**src/rtl/mips_pkg.sv**
```systemverilog
// ============================================================================
// Module      : mips_pkg
// Description : Architectural constants shared by the MIPS datapath blocks.
// Revision    : 1.0 - initial release
// ============================================================================
`default_nettype none

package mips_pkg;
    localparam int DATA_W   = 32;
    localparam int NUM_REGS = 32;
    localparam int REG_ZERO = 0;
    localparam int REG_RA   = 31;
endpackage

`default_nettype wire

```
**src/rtl/sb_pending.sv**
```systemverilog
// ============================================================================
// Module      : sb_pending
// Description : Per-register pending-write scoreboard with set-over-clear.
// Revision    : 1.0 - initial release
// ============================================================================
`default_nettype none

module sb_pending
    import mips_pkg::REG_ZERO;
#(
    parameter int NUM_REGS = mips_pkg::NUM_REGS,
    parameter int ADDR_W   = $clog2(NUM_REGS)
) (
    input  logic                clk,
    input  logic                rst,
    input  logic                set_en_i,
    input  logic [ADDR_W-1:0]   set_addr_i,
    input  logic                clr_en_i,
    input  logic [ADDR_W-1:0]   clr_addr_i,
    output logic [NUM_REGS-1:0] pend_o,
    output logic                pend_any_o
);

    logic [NUM_REGS-1:0] pend_q;
    logic [NUM_REGS-1:0] pend_d;

    // A new reservation replaces a completing producer on the same register.
    always_comb begin
        pend_d = pend_q;
        if (clr_en_i) begin
            pend_d[clr_addr_i] = 1'b0;
        end
        if (set_en_i) begin
            pend_d[set_addr_i] = 1'b1;
        end
        pend_d[REG_ZERO] = 1'b0;
    end

    always_ff @(posedge clk or posedge rst) begin
        if (rst) begin
            pend_q <= '0;
        end else begin
            pend_q <= pend_d;
        end
    end

    assign pend_o     = pend_q;
    assign pend_any_o = |pend_q;

endmodule

`default_nettype wire

```
**src/rtl/banco_registros_sb.sv**
```systemverilog
// ============================================================================
// Module      : banco_registros_sb
// Description : Multi-read register bank with write bypass and pending scoreboard.
// Revision    : 1.0 - initial release
// ============================================================================
`default_nettype none

module banco_registros_sb
    import mips_pkg::REG_ZERO;
#(
    parameter int DATA_W   = mips_pkg::DATA_W,
    parameter int NUM_REGS = mips_pkg::NUM_REGS,
    parameter int ADDR_W   = $clog2(NUM_REGS),
    parameter int NUM_RD   = 2,
    parameter int BYPASS   = 1
) (
    input  logic                     clk,
    input  logic                     rst,
    input  logic [NUM_RD*ADDR_W-1:0] rd_addr,
    output logic [NUM_RD*DATA_W-1:0] rd_data,
    output logic [NUM_RD-1:0]        rd_valid,
    input  logic                     wr_en,
    input  logic [ADDR_W-1:0]        wr_addr,
    input  logic [DATA_W-1:0]        wr_data,
    input  logic                     rsv_en,
    input  logic [ADDR_W-1:0]        rsv_addr,
    output logic                     pend_any
);

    localparam logic [ADDR_W-1:0] c_zero_addr = ADDR_W'(REG_ZERO);

    logic [DATA_W-1:0]   regs_q [NUM_REGS];
    logic [NUM_REGS-1:0] w_pend;
    logic                w_wr_live;

    assign w_wr_live = wr_en && (wr_addr != c_zero_addr);

    always_ff @(posedge clk or posedge rst) begin
        if (rst) begin
            for (int r = 0; r < NUM_REGS; r++) begin
                regs_q[r] <= '0;
            end
        end else if (w_wr_live) begin
            regs_q[wr_addr] <= wr_data;
        end
    end

    sb_pending #(
        .NUM_REGS (NUM_REGS),
        .ADDR_W   (ADDR_W)
    ) u_sb_pending (
        .clk        (clk),
        .rst        (rst),
        .set_en_i   (rsv_en && (rsv_addr != c_zero_addr)),
        .set_addr_i (rsv_addr),
        .clr_en_i   (wr_en),
        .clr_addr_i (wr_addr),
        .pend_o     (w_pend),
        .pend_any_o (pend_any)
    );

    for (genvar i = 0; i < NUM_RD; i++) begin : g_rd
        logic [ADDR_W-1:0] w_addr;
        logic [DATA_W-1:0] w_data;
        logic              w_valid;

        assign w_addr = rd_addr[i*ADDR_W +: ADDR_W];

        // Bypass is suppressed under reset so reads show the cleared file.
        always_comb begin
            w_data  = regs_q[w_addr];
            w_valid = !w_pend[w_addr];
            if (w_addr == c_zero_addr) begin
                w_data  = '0;
                w_valid = 1'b1;
            end else if ((BYPASS != 0) && !rst && wr_en && (wr_addr == w_addr)) begin
                w_data  = wr_data;
                w_valid = 1'b1;
            end
        end

        assign rd_data[i*DATA_W +: DATA_W] = w_data;
        assign rd_valid[i]                 = w_valid;
    end

endmodule

`default_nettype wire

```
**config.mk**
```make
export PLATFORM = sky130hd
export DESIGN_NAME = banco_registros_sb
export DESIGN_NICKNAME = d
export VERILOG_FILES = /design/src/rtl/mips_pkg.sv /design/src/rtl/sb_pending.sv /design/src/rtl/banco_registros_sb.sv
export SDC_FILE = /design/constraint.sdc
export NUM_CORES = 2
export LEC_CHECK = 0
export ABC_AREA = 1
export ABC_CLOCK_PERIOD_IN_PS = 39100
export CORE_MARGIN = 2
export CORE_UTILIZATION = 35
export CTS_CLUSTER_SIZE = 28
export DETAILED_ROUTE_END_ITERATION = 16
export GPL_ROUTABILITY_DRIVEN = 1
export SLEW_MARGIN = 20
export SYNTH_ARGS = -nofsm -noshare
export SYNTH_HDL_FRONTEND = slang
export SYNTH_HIERARCHICAL = 1
export SYNTH_SLANG_ARGS = --single-unit
```
**constraint.sdc**
```tcl
create_clock -name clk -period 39.1 [get_ports clk]
set_input_delay 7.82 -clock clk [delete_from_list [all_inputs] [get_ports clk]]
set_output_delay 7.82 -clock clk [all_outputs]
set_load 0.01 [all_outputs]
```
==> metrics.txt <==
Reg area 26400 sq um; leading cell type in the layout, fill and taps excluded nand2_1; Final period util 51.82%; worst reg2reg setup slack 38.34 ns; met3 WL post-DR 24220 um; CTS Hold Buffers Added 0; Worst Setup End Kind primary output; number of fillers in the final layout 17840; Pleak 31.27 nW; number of synthesized register bits 1055; share of layout cells above drive strength 1 5.001%; largest net degree at the start of global routing 209; max_slew headroom 19.43%; Num CTS Buffers 115; # IOs 123; Worst Tran Pin Value 1.209 ns; worst skew pair latency 0.76 ns; routed wire length 245300 um; top routing layer in use met5; M1 wire length 98850 um; # rows 152; Clock Path Buffers 3; pre-CTS WS 19.04 ns; vias in the first global route 55500; Fin. Hold Viols 0; critical path arrival 12.44 ns; Mapped Area 60170 sq um; GP Congestion 0.8863; final net count 8318; final instance area 66460 sq um; RSZ-0062 raised after global routing false; routed len/inst 23.15 um; Area after DPL 62380 sq um; Core Area 171200 sq um; Die Ht 418.6 um; Synth-to-Final Area Change 10.46%; area of the die 175200 sq um; post-route minimum period 20.26 ns; R2R Path End u_sb_pending/pend_o[29]; CTS tree built; hold path depth 0; post-synthesis sequential area ratio 43.88%; DRT Pass-1 Iters 6; metal2 WL 107300 um; worst setup margin 18.84 ns; FF-to-FF Start u_sb_pending/pend_o[29]; post-route setup TNS 0 ns; first-pass GRT wire length 363500 um; Clock transition at path regs 0.06 ns; Final setup viols 0; commonest non-fill, non-tap cells in the layout 2815 x nand2_1, 1236 x o21ai_0, 1102 x nand3_1, 1055 x dfrtp_1, 715 x inv_1; power per cell area 49.28 nW/um^2; hold_sp regs_q[1014]; Peak Freq 49.35 MHz; crit start category input port; vias post-DR 59790; status finished, final reports clean; length in cells of the worst reg-to-reg path 2; Worst Skew 0 ns; Die X-Extent 418.6 um; Min-Delay Endpoint regs_q[1014]; maximum VDD drop 0.00004063 V; CP required 31.28 ns; clk sink count 1055; worst hold-check path type reg2reg; DR iter-0 viols 7888; drt via density 5.644; H-tree depth 3; Power Total 3.275 mW; syn avg cell area 6.928 sq um; Final HPWL DP 131700 um; gr usage total 27.47%; number of max-cap violations 0; initial core utilization 35.15%; total nets after synthesis 8741; DRC violations left 0; initial antenna violation count 8; Multi-input gate area 28260 sq um; Post-CTS Setup Bufs 0; Setup CP Type in2out; ANT nets after route 0; CTS root buf clkbuf_16; total number of yosys warnings 6; Post-CTS Resized 0; gr ovfl total 0; Synth Instances 8685; Worst Path Max Fanout 35; Synth cell types 28; Final Slew Violations 0; I/O Buffers 122
-- stage by stage --
step,utilization (%),hold WS [ns],instances
finish,38.83,0.3786,10590
global route,38.83,0.3965,10590
CTS,38.82,0.3784,10590
detailed placement,36.44,0.3656,10380
global placement,36.43,0.3669,10380
floorplan,-,0.4290,8685
-- registers in the layout, indices dropped and copies added (netlist names) --
| signal | cells |
|---|---|
| regs_q | 1024 |
| u_sb_pending/pend_o | 31 |
-- logic make-up after synthesis --
group,synth area share [%]
and+or+nand+nor,29.23
AOI/OAI and AO/OA,17.21
buffers and inverters,9.617
DFF,43.88
xor gates and xnor gates,0.05822
other,0.006232
-- worst max path at each step --
stage / endpoint / from / slack (ns) / cells past startpoint
after floorplan: rd_data[35] / rst / 0.05 / 8
after global placement: rd_data[9] / wr_addr[4] / 18.32 / 11
after detailed placement: rd_data[9] / rst / 19.04 / 10
after CTS: rd_data[9] / rst / 19.03 / 10
after global routing: rd_data[57] / rd_addr[5] / 18.71 / 13
final: rd_data[41] / wr_addr[3] / 18.84 / 12
-- cell usage after synthesis (all sizes together) --
| master | count | share of area (%) |
|---|---|---|
| or2 | 34 | 0.35 |
| clkbuf | 604 | 3.8 |
| nand3 | 1105 | 9.2 |
| clkinv | 4 | 0.025 |
| or4 | 1 | 0.012 |
| nand3b | 11 | 0.14 |
| nor4 | 2 | 0.071 |
| a21oi | 251 | 2.1 |
| xor2 | 4 | 0.058 |
| dfrtp | 1055 | 44 |
| nor3 | 22 | 0.33 |
| buf | 162 | 1.2 |
| o21ai | 1282 | 11 |
| o211ai | 354 | 4.4 |
| conb | 1 | 0.0062 |
| o22ai | 4 | 0.042 |
| nor2 | 205 | 1.3 |
| and2 | 1 | 0.010 |
| nand4 | 4 | 0.042 |
| nand2 | 2844 | 18 |
| inv | 735 | 4.6 |
-- layer usage --
layer  vias to the layer above  GRT usage, %
met4                         4         14.65
met5                         -             0
met1                     28360         36.28
li1                      27370             -
met3                       716         5.099
met2                      3339         42.62
-- critical path, stage by stage --
cell and delay [ns]:
clkdlybuf4s50_1 0.95, inv_2 0.23, o22ai_1 0.18, nor2_1 0.08
nand3_2 0.11, buf_4 0.60, nand2_1 0.23, inv_1 0.66
buf_4 0.46, nand3_1 0.29, nand2_1 0.23, clkdlybuf4s50_1 0.57
-- report_power, final --
part	switching, mW	total, mW	internal, mW	leakage [nW]
Combinational	0.428	0.658	0.230	15.7
Clock	0.487	1.18	0.697	2.00
Sequential	0.139	1.43	1.29	13.6
Total	1.05	3.27	2.22	31.3
-- layout make-up --
type                    count  share of cell area, %
repair buffers            226                  3.208
diodes                      3                0.01130
flip-flops and latches   1055                  39.72
inverters                 739                  4.230
multi-input cells        6125                  42.51
well taps                2233                  4.204
clock buffers             171                  5.222
clock inverters            42                 0.8867
No activity file was read; power rests on OpenSTA's default activity.
